**config.mk**
```make
export PLATFORM = sky130hd
export DESIGN_NAME = framebuffer_line_reader
export DESIGN_NICKNAME = d
export VERILOG_FILES = /design/src/rtl/fb_pkg.sv /design/src/rtl/fb_sync_fifo.sv /design/src/rtl/framebuffer_line_reader.sv
export SDC_FILE = /design/constraint.sdc
export NUM_CORES = 1
export LEC_CHECK = 0
export BUFFER_PORTS_ARGS = -buffer_cell sky130_fd_sc_hd__buf_4
export CAP_MARGIN = 30
export CORE_MARGIN = 2
export CORE_UTILIZATION = 61
export DETAILED_ROUTE_END_ITERATION = 10
export PLACE_DENSITY_LB_ADDON = 0.08
export SKIP_CTS_REPAIR_TIMING = 1
export SLEW_MARGIN = 20
export SYNTH_ARGS = -nofsm -noshare
export SYNTH_HDL_FRONTEND = slang
export SYNTH_SLANG_ARGS = --single-unit
export TNS_END_PERCENT = 10
```
**constraint.sdc**
```tcl
create_clock -name clk -period 6.4 [get_ports clk]
set_input_delay 0.64 -clock clk [delete_from_list [all_inputs] [get_ports clk]]
set_output_delay 0.64 -clock clk [all_outputs]
set_load 0.1 [all_outputs]
```
**src/rtl/fb_pkg.sv**
```systemverilog
// Shared framebuffer constants and the line reader/writer state encoding.
package fb_pkg;
  localparam int FB_FRAME_WIDTH  = 256;
  localparam int FB_FRAME_HEIGHT = 256;
  localparam int FB_ADDR_WIDTH   = 16;

  typedef enum logic [1:0] {IDLE, READ, DRAIN} fb_state_t;
endpackage

```
**src/rtl/fb_sync_fifo.sv**
```systemverilog
// Parameterised synchronous FIFO with occupancy count; DEPTH must be a power of two >= 2.
module fb_sync_fifo #(
  parameter int WIDTH = 1,
  parameter int DEPTH = 4
) (
  input  logic                     clk,
  input  logic                     rst,
  input  logic                     push,
  input  logic                     pop,
  input  logic [WIDTH-1:0]         din,
  output logic [WIDTH-1:0]         dout,
  output logic                     full,
  output logic                     empty,
  output logic [$clog2(DEPTH):0]   count
);
  localparam int AW = $clog2(DEPTH);

  logic [WIDTH-1:0] mem [DEPTH];
  logic [AW-1:0]    wr_ptr;
  logic [AW-1:0]    rd_ptr;
  logic             do_push;
  logic             do_pop;

  assign do_push = push && !full;
  assign do_pop  = pop && !empty;
  assign full    = (count == ($clog2(DEPTH) + 1)'(DEPTH));
  assign empty   = (count == '0);
  assign dout    = mem[rd_ptr];

  always_ff @(posedge clk) begin
    if (do_push) mem[wr_ptr] <= din;
  end

  always_ff @(posedge clk) begin
    if (rst) begin
      wr_ptr <= '0;
      rd_ptr <= '0;
      count  <= '0;
    end else begin
      if (do_push) wr_ptr <= wr_ptr + 1'b1;
      if (do_pop)  rd_ptr <= rd_ptr + 1'b1;
      case ({do_push, do_pop})
        2'b10:   count <= count + 1'b1;
        2'b01:   count <= count - 1'b1;
        default: count <= count;
      endcase
    end
  end
endmodule

```
**src/rtl/framebuffer_line_reader.sv**
```systemverilog
// Streams one framebuffer line from BRAM as valid/ready pixels with a last marker.
// Optional FB_READER_AUTO_ADVANCE_EN: free-running line advance and a frame_start output.
module framebuffer_line_reader
  import fb_pkg::*;
#(
  parameter int FRAME_WIDTH  = FB_FRAME_WIDTH,
  parameter int PIXEL_WIDTH  = 1,
  parameter int BRAM_LATENCY = 2,
  parameter int FIFO_DEPTH   = 4
) (
  input  logic                     clk,
  input  logic                     rst,
  input  logic                     start,
  input  logic [7:0]               line_y,
  output logic                     busy,
  output logic [FB_ADDR_WIDTH-1:0] bram_addr,
  input  logic [PIXEL_WIDTH-1:0]   bram_data_out,
  output logic                     axiov,
  output logic [PIXEL_WIDTH-1:0]   axiod,
  output logic                     axiolast,
`ifdef FB_READER_AUTO_ADVANCE_EN
  output logic                     frame_start,
`endif
  input  logic                     axioready
);
  localparam int XSHIFT = $clog2(FRAME_WIDTH);
  localparam int CW     = $clog2(FIFO_DEPTH) + 1;
  localparam logic [7:0] X_LAST = 8'(FRAME_WIDTH - 1);

  if (FIFO_DEPTH < BRAM_LATENCY + 1) begin : g_bad_depth
    $error("FIFO_DEPTH too small to cover BRAM_LATENCY");
  end

  function automatic logic [FB_ADDR_WIDTH-1:0] line_base(input logic [7:0] y);
    return FB_ADDR_WIDTH'({8'd0, y}) << XSHIFT;
  endfunction

  fb_state_t              state;
  logic [7:0]             rd_x;
  logic [7:0]             out_x;
  logic [BRAM_LATENCY-1:0] tag;
  logic [CW-1:0]          inflight;
  logic [CW-1:0]          fifo_count;
  logic [CW:0]            occupancy;
  logic                   fifo_full;
  logic                   fifo_empty;
  logic [PIXEL_WIDTH-1:0] fifo_head;
  logic                   issue;
  logic                   transfer;
  logic                   last_xfer;
`ifdef FB_READER_AUTO_ADVANCE_EN
  logic [7:0]             cur_line;
`endif

  always_comb begin
    inflight = '0;
    for (int i = 0; i < BRAM_LATENCY; i++) inflight = inflight + CW'(tag[i]);
  end

  // Reads still in flight count against FIFO space so pushes can never overflow.
  assign occupancy = {1'b0, fifo_count} + {1'b0, inflight};
  assign issue     = (state == READ) && (occupancy < (CW + 1)'(FIFO_DEPTH));
  assign axiov     = !fifo_empty;
  assign axiod     = fifo_empty ? '0 : fifo_head;
  assign transfer  = axiov && axioready;
  assign axiolast  = axiov && (out_x == X_LAST);
  assign last_xfer = transfer && axiolast;
`ifdef FB_READER_AUTO_ADVANCE_EN
  assign frame_start = axiov && (out_x == 8'd0) && (cur_line == 8'd0);
`endif

  fb_sync_fifo #(.WIDTH(PIXEL_WIDTH), .DEPTH(FIFO_DEPTH)) u_fifo (
    .clk   (clk),
    .rst   (rst),
    .push  (tag[BRAM_LATENCY-1]),
    .pop   (transfer),
    .din   (bram_data_out),
    .dout  (fifo_head),
    .full  (fifo_full),
    .empty (fifo_empty),
    .count (fifo_count)
  );

  always_ff @(posedge clk) begin
    if (!rst) begin
      assert (!(tag[BRAM_LATENCY-1] && fifo_full && !transfer))
        else $error("prefetch fifo overflow");
    end
  end

  always_ff @(posedge clk) begin
    if (rst) tag <= '0;
    else     tag <= (tag << 1) | BRAM_LATENCY'(issue);
  end

  always_ff @(posedge clk) begin
    if (rst) begin
      state     <= IDLE;
      busy      <= 1'b0;
      rd_x      <= '0;
      out_x     <= '0;
      bram_addr <= '0;
`ifdef FB_READER_AUTO_ADVANCE_EN
      cur_line  <= '0;
`endif
    end else begin
      if (transfer) out_x <= last_xfer ? 8'd0 : out_x + 8'd1;
      case (state)
        IDLE: begin
          if (start) begin
            bram_addr <= line_base(line_y);
            rd_x      <= '0;
            out_x     <= '0;
            busy      <= 1'b1;
            state     <= READ;
`ifdef FB_READER_AUTO_ADVANCE_EN
            cur_line  <= line_y;
`endif
          end
        end
        READ: begin
          // bram_addr parks on the final address rather than stepping past it.
          if (issue) begin
            if (rd_x == X_LAST) begin
              state <= DRAIN;
            end else begin
              rd_x      <= rd_x + 8'd1;
              bram_addr <= bram_addr + 1'b1;
            end
          end
        end
        DRAIN: begin
          if (last_xfer) begin
`ifdef FB_READER_AUTO_ADVANCE_EN
            cur_line  <= cur_line + 8'd1;
            bram_addr <= line_base(cur_line + 8'd1);
            rd_x      <= '0;
            state     <= READ;
`else
            busy      <= 1'b0;
            state     <= IDLE;
`endif
          end
        end
        default: state <= IDLE;
      endcase
    end
  end
endmodule
```
==> qor.yml, run 1 <==
grt:
  gr-usage-all-layers_pct: 24.3
  grt.overflow.total: 0
  grt_pass1_wl_um: 8430
  grt_start_max_net_pins: 33
  grt_pass1_vias: 1912
  antenna_found_initial: 0
logic_synthesis:
  synth_top_family_by_area: "simple AND/OR/NAND/NOR gates"
  async_reset_ff_share_pct: 0
  synth_compound_area_share_pct: 16.6
  ys_seq_elements: 50
  synthXorXnorAreaFrac_pct: 5.05
  seq_area_frac_synth_pct: 42.8
  synth_edf_count: 4
  ys_types: 44
  synth_top_area_share_pct: 37.9
  synth-simple-area-share_pct: 23.6
  synthFlopType: "dfxtp_1"
  synth.cell_area_mm2: 0.00243
  syn_nets: 303
  muxShareOfSynthArea_pct: 2.16
  synthAdderAreaFrac_pct: 5.46
  synth_most_common_cell: "dfxtp_1"
  yosys_warnings: 0
  synth_top_cell_by_area: "dfxtp_1"
  synthTopCellsByArea: "dfxtp_1 38%, a21oi_1 5.4%, edfxtp_1 4.9%"
  synth_commonest_cells: "46 x dfxtp_1, 27 x nor2_1, 26 x a21oi_1"
  synthCells: 280
  avgSynthCellArea_um2: 8.68
floorplanning:
  fp.coreArea_mm2: 0.00374
  die_area_mm2: 0.00450
  initial_core_util_pct: 64.9
  fp.dieH_um: 67.1
  die_x_um: 67.1
  io-pin-count: 33
  rows: 22
pwr:
  p_clk_share_pct: 26.0
  power_switching_w: 0.000253
  p_comb_share_pct: 25.5
  leakage_nw: 0.996
  peakVddDrop_mv: 0.183
  power.density_mw_per_mm2: 259
  p_int_w: 0.000469
  p_seq_share_pct: 48.6
  power_switching_share_pct: 35.0
drt:
  drt_pass1_iterations: 4
  ant_nets: 0
  via_count: 2105
  wl_per_cell_um: 13.7
  first_iter_violations: 157
  wl_um: 4880
  drc: 0
  vias_per_cell: 5.91
critical_path:
  timing.critical_path.buf_inv: 1
  worstSetupStartpointType: "flop"
  cp.required_ns: 6.63
  critPathMaxFanout: 26
  crit_type: "reg -> reg"
  crit_arrival_ns: 2.56
  path_cells: "ha_1 > nand3_1 > nand3_2 > o31a_1 > buf_8 > or4_1 > a21oi_1"
  path_delay_family: "simple AND/OR/NAND/NOR gates"
  cp_slowest_cell: "or4_1"
  critPathMaxStageDelay_ns: 0.50
  critPathCaptureType: "flop"
placed_design:
  post-place-ws_ns: 3.96
  dpl.hpwl_um: 3480
  numPortBuffers: 32
  place_area_mm2: 0.00268
  place_congestion: 0.804
clock_network:
  root_buffer: "clkbuf_8"
  cts_htree_levels: 2
  insertion_delay_ns: 0.30
  numCtsBuffers: 5
  clockBufferDepth: 2
  tritoncts: "built"
  cts.clk_slew.worst_paths_ns: 0.09
  clock_sinks: 50
timing:
  max_freq_mhz: 429
  period_share_pct: 36.4
  worst_slack_ns: 4.07
  fin_crit_ns: 2.33
  final_hold_viol_count: 0
  setup_viol: 0
  worst_slew_pin_slew_ns: 0.753
  slew_violations: 0
  grt_setup_unrepaired: "no"
  finClkSkew_ns: 0.00846
  fin_tns_setup_ns: 0
  relSlewSlack_pct: 49.5
finish:
  n_antenna_cell: 0
  synthToLayoutAreaGrowth_pct: 14.7
  drive_gt1_share_pct: 15.3
  fillCellCount: 298
  regArea_mm2: 0.00104
  multiInputGateArea_mm2: 0.00129
  nets: 330
  final_cell_area_mm2: 0.00279
  utilization_pct: 74.5
hold_path:
  hold_class: "reg -> reg"
job:
  drv_cap: 0
status:
  status: "completed"
[power groups by stage]
stage          combinational (W)  clock (W)  sequential (W)
2_1_floorplan          0.0000974          0        0.000403
3_3_place_gp            0.000178          0        0.000357
3_5_place_dp            0.000181          0        0.000357
4_1_cts                 0.000182   0.000189        0.000350
5_1_grt                 0.000197   0.000203        0.000354
6_report                0.000184   0.000187        0.000350
[registers in the layout, indices dropped and copies added, names as in the netlist, named ones only]
signal	count
u_fifo.wr_ptr	2
u_fifo.mem	4
busy	1
out_x	8
tag	2
rd_x	8
u_fifo.count	3
u_fifo.rd_ptr	2
state	2
bram_addr	16
[cells by family (layout without fill, tap and decap cells)]
kind of cell,after synthesis,after routing
and+or+nand+nor,111,111
AOI/OAI and AO/OA,65,65
DFF,50,50
buffers and inverters,26,54
xor gates and xnor gates,14,14
adders and majority gates,10,10
muxes,4,4
[path summary, 6_finish.rpt]
path	startpoint	endpoint	slack [ns]	cells past startpoint
worst max-delay path	u_fifo.count[0]	bram_addr[5]	4.07	7
worst min-delay path	tag[0]	tag[1]	0.47	1
worst max register to register	u_fifo.count[0]	bram_addr[5]	4.07	7
worst min register to register	tag[0]	tag[1]	0.47	1
[cell type report]
class                           instances  area share [%]
Clock buffer                            7            3.10
Clock inverter                          1           0.180
Inverter                               13            1.75
Multi-Input combinational cell        204            46.3
Sequential cell                        50            37.3
Tap cell                               48            2.15
Timing Repair Buffer                   33            9.16
[through the flow]
step | hold WS [ns] | total power, W | instances
floorplan | 0.445 | 0.000500 | 280
global placement | 0.463 | 0.000535 | 347
detailed placement | 0.466 | 0.000538 | 347
CTS | 0.472 | 0.000721 | 355
global route | 0.477 | 0.000754 | 356
finish | 0.469 | 0.000722 | 356
[worst reg2reg max path, stage by stage, from the launching register on]
cell	delay [ns]
dfxtp_1	0.45
ha_1	0.27
nand3_1	0.12
nand3_2	0.13
o31a_1	0.43
buf_8	0.20
or4_1	0.50
a21oi_1	0.16
[cell usage in the layout (no fill, tap or decap), drive strengths merged, types with 2 or more instances in the layout]
cell type,count
nand3,14
ha,9
dfxtp,46
xnor2,8
or3,8
a22oi,2
o221ai,3
nand2,23
buf,33
and4,4
clkbuf,7
nand4,6
or4,6
a211oi,3
nand2b,2
a21oi,27
nor2,27
o31ai,7
nor4,2
nor2b,3
mux2i,3
o21ai,13
edfxtp,4
xor2,6
a31oi,2
nor3,6
and2,7
inv,13
o31a,2
[metal layers]
metal	vias up	global-route usage, %	wire [um]
li1	1060	-	-
met1	985	31.3	2240
met2	56	40.7	2360
met3	4	6.08	248
met4	0	6.12	28
met5	-	0	0
Note: power is estimated with default switching activity, not from simulation.
==> run 2, diff against run 1 <==
--- a/config.mk
+++ b/config.mk
@@ -5,10 +5,11 @@
 export SDC_FILE = /design/constraint.sdc
 export NUM_CORES = 1
 export LEC_CHECK = 0
+export ABC_AREA = 1
 export BUFFER_PORTS_ARGS = -buffer_cell sky130_fd_sc_hd__buf_4
 export CAP_MARGIN = 30
 export CORE_MARGIN = 2
-export CORE_UTILIZATION = 61
+export CORE_UTILIZATION = 58
 export DETAILED_ROUTE_END_ITERATION = 10
 export PLACE_DENSITY_LB_ADDON = 0.08
 export SKIP_CTS_REPAIR_TIMING = 1
==> constraint.sdc (replaced) <==
create_clock -name clk -period 2.2 [get_ports clk]
set_input_delay 0.22 -clock clk [delete_from_list [all_inputs] [get_ports clk]]
set_output_delay 0.22 -clock clk [all_outputs]
set_load 0.1 [all_outputs]
==> qor.yml, run 2 <==
status:
  status: "completed"
floorplanning:
  fp.dieH_um: 72.9  # +8.6%
  die_x_um: 72.9  # +8.6%
  io-pin-count: 33  # unchanged
  rows: 25  # +14%
  fp.coreArea_mm2: 0.00466  # +24%
  die_area_mm2: 0.00531  # +18%
  initial_core_util_pct: 59.1  # -5.8 points
finish:
  largest_reg_flops: 16  # unchanged
  nets: 431  # +31%
  top_register: "bram_addr"
  final_cell_area_mm2: 0.00312  # +12%
  reg_top3: "bram_addr x16, out_x x8, rd_x x8"
  n_antenna_cell: 0  # unchanged
  drive_gt1_share_pct: 21.8  # +6.5 points
  final_cell_mix: "82 x nand2_1, 50 x nor2_1, 45 x dfxtp_1, 39 x inv_1, 36 x buf_4"
  synthToLayoutAreaGrowth_pct: 13.2
  fillCellCount: 419  # +41%
  layout_commonest_cell: "nand2_1"
critical_path:
  r2r_slack_ns: 0.19  # -3.88 ns
  critPathCaptureType: "flop"
  crit_arrival_ns: 2.21  # -0.35 ns
  worstSetupStartpointType: "flop"
  critPathMaxFanout: 9  # -65%
  crit_type: "reg -> reg"
  cp.required_ns: 2.40  # -4.23 ns
pwr:
  p_comb_share_pct: 41.5  # +16 points
  p_seq_share_pct: 39.2  # -9.4 points
  leakage_nw: 1.25  # +26%
  power_switching_share_pct: 46.3  # +11 points
  peakVddDrop_mv: 0.738  # +300%
  p_int_w: 0.00154  # +230%
  power_switching_w: 0.00132  # +420%
  p_clk_share_pct: 19.2  # -6.8 points
  power.density_mw_per_mm2: 917  # +250%
clock_network:
  root_buffer: "clkbuf_8"
  cts.clk_slew.worst_paths_ns: 0.09  # about the same
  numCtsBuffers: 5  # unchanged
  cts_htree_levels: 2  # unchanged
  clock_sinks: 50  # unchanged
  clockBufferDepth: 2  # unchanged
  insertion_delay_ns: 0.31  # about the same
  tritoncts: "built"
logic_synthesis:
  ys_seq_elements: 50  # unchanged
  synthTopCellsByArea: "dfxtp_1 33%, nand2_1 11%, nor2_1 7.0%"
  synth_top_cell_by_area: "dfxtp_1"
  async_reset_ff_share_pct: 0  # unchanged
  synth_top_area_share_pct: 33.5  # -4.4 points
  syn_nets: 397  # +31%
  synth_commonest_cells: "83 x nand2_1, 51 x nor2_1, 46 x dfxtp_1"
  synthCells: 374  # +34%
  yosys_warnings: 0  # unchanged
  synth_edf_count: 4  # unchanged
  avgSynthCellArea_um2: 7.36  # -15%
  synth_most_common_cell: "nand2_1"
  ys_types: 39  # -11%
  seq_area_frac_synth_pct: 37.8  # -5.0 points
  synthFlopType: "dfxtp_1"
  synth.cell_area_mm2: 0.00275  # +13%
timing:
  slew_violations: 0  # unchanged
  relSlewSlack_pct: 67.1  # +18 points
  grt_setup_unrepaired: "no"
  worst_slew_pin_slew_ns: 0.493  # -0.261 ns
  final_hold_viol_count: 0  # unchanged
  setup_viol: 0  # unchanged
  max_freq_mhz: 497  # +16%
  period_share_pct: 91.4  # +55 points
  fin_crit_ns: 2.01  # -0.321 ns
  whs_ns: 0.111  # -0.358 ns
  finClkSkew_ns: 0.00338  # -0.00508 ns
drt:
  dr_wl_met3_um: 299  # +21%
  wl_met2_um: 2660  # +13%
  ant_nets: 0  # unchanged
  first_iter_violations: 85  # -46%
  wl_um: 5660  # +16%
  drc: 0  # unchanged
  vias_per_cell: 5.25  # -11%
  via_count: 2432  # +16%
  drt_pass1_iterations: 4  # unchanged
  wl_met1_um: 2640  # +18%
  wl_per_cell_um: 12.2  # -11%
  highest_layer: "met4"
hold_path:
  hold_class: "in -> reg"
grt:
  grt.overflow.total: 0  # unchanged
  grt_start_max_net_pins: 18  # -45%
  grt_pass1_wl_um: 9580  # +14%
  grt_pass1_vias: 2178  # +14%
  antenna_found_initial: 0  # unchanged
  gr-usage-all-layers_pct: 22.8  # -1.5 points
placed_design:
  place_congestion: 0.816  # +1.4%
  place_area_mm2: 0.00302  # +13%
  numPortBuffers: 32  # unchanged
  dpl.hpwl_um: 3990  # +15%
job:
  drv_cap: 0  # unchanged
-- run 2: changes by cell type after synthesis, sizes merged, moves of 6 or more --
cell	before	now
a21oi	27	38
and2	7	0
clkbuf	9	3
inv	13	43
nand2	23	91
nand3	14	30
nor2	27	54
o21ai	13	20
o31ai	7	1
or3	8	0
or4	6	0
xnor2	8	2
-- run 2: worst max-delay path: stages, from the launching register on --
cell	delay (ns)
dfxtp_1	0.39
inv_1	0.10
nand3_2	0.13
nand2_2	0.11
inv_4	0.11
ha_1	0.15
inv_1	0.06
fa_1	0.38
a21oi_1	0.15
o21ai_0	0.12
o21ai_0	0.15
a21oi_1	0.05
-- run 2: path summary, 6_finish.rpt --
path,to,depth (start not counted),from
worst min register to register,tag[1],2,tag[0]
worst min-delay path,u_fifo.mem[2],1,bram_data_out
worst max-delay path,u_fifo.count[2],11,u_fifo.count[1]
worst max register to register,u_fifo.count[2],11,u_fifo.count[1]
-- run 2: layout make-up --
cell class / count / area [um2] / share of cell area (%)
multi-input combinational: 272 / 1480 / 47.4
tap: 54 / 67.6 / 2.17
timing repair buffer: 36 / 270 / 8.67
sequential: 50 / 1040 / 33.5
inverter: 43 / 169 / 5.42
clock buffer: 5 / 68.8 / 2.21
clock inverter: 3 / 21.3 / 0.683
-- run 2: layer usage --
| metal | up-vias | global-route usage (%) |
|---|---|---|
| li1 | 1274 | - |
| met1 | 1097 | 30.4 |
| met2 | 54 | 37.7 |
| met3 | 7 | 4.01 |
| met4 | 0 | 7.00 |
| met5 | - | 0 |
-- run 2: power by group through the flow --
stage / sequential (W) / combinational [W] / clock (W)
2_1_floorplan: 0.00135 / 0.000757 / 0
3_3_place_gp: 0.00114 / 0.00116 / 0
3_5_place_dp: 0.00114 / 0.00118 / 0
4_1_cts: 0.00112 / 0.00118 / 0.000570
5_1_grt: 0.00114 / 0.00128 / 0.000599
6_report: 0.00112 / 0.00119 / 0.000550
-- run 2: cell families (layout without fill, tap and decap cells) --
kind of cell    count (synthesis)  count (layout)  synth area share (%)
simple gates                  191             191                  32.0
compound gates                 64              64                  14.3
buf+inv                        52              87                  8.86
flops                          50              50                  37.8
fa+ha+maj                      10              10                  4.82
xor+xnor                        7               7                  2.23
-- run 2: stage by stage --
| stage | utilization, % | cells | TNS (ns) | setup WS [ns] | total power [W] |
|---|---|---|---|---|---|
| floorplan | - | 374 | -2.96 | -0.334 | 0.00211 |
| global placement | 64.8 | 455 | 0 | 0.192 | 0.00230 |
| detailed placement | 64.8 | 455 | 0 | 0.126 | 0.00231 |
| CTS | 66.7 | 463 | 0 | 0.107 | 0.00287 |
| global route | 66.8 | 463 | 0 | 0.0498 | 0.00302 |
| finish | 66.8 | 463 | 0 | 0.189 | 0.00286 |
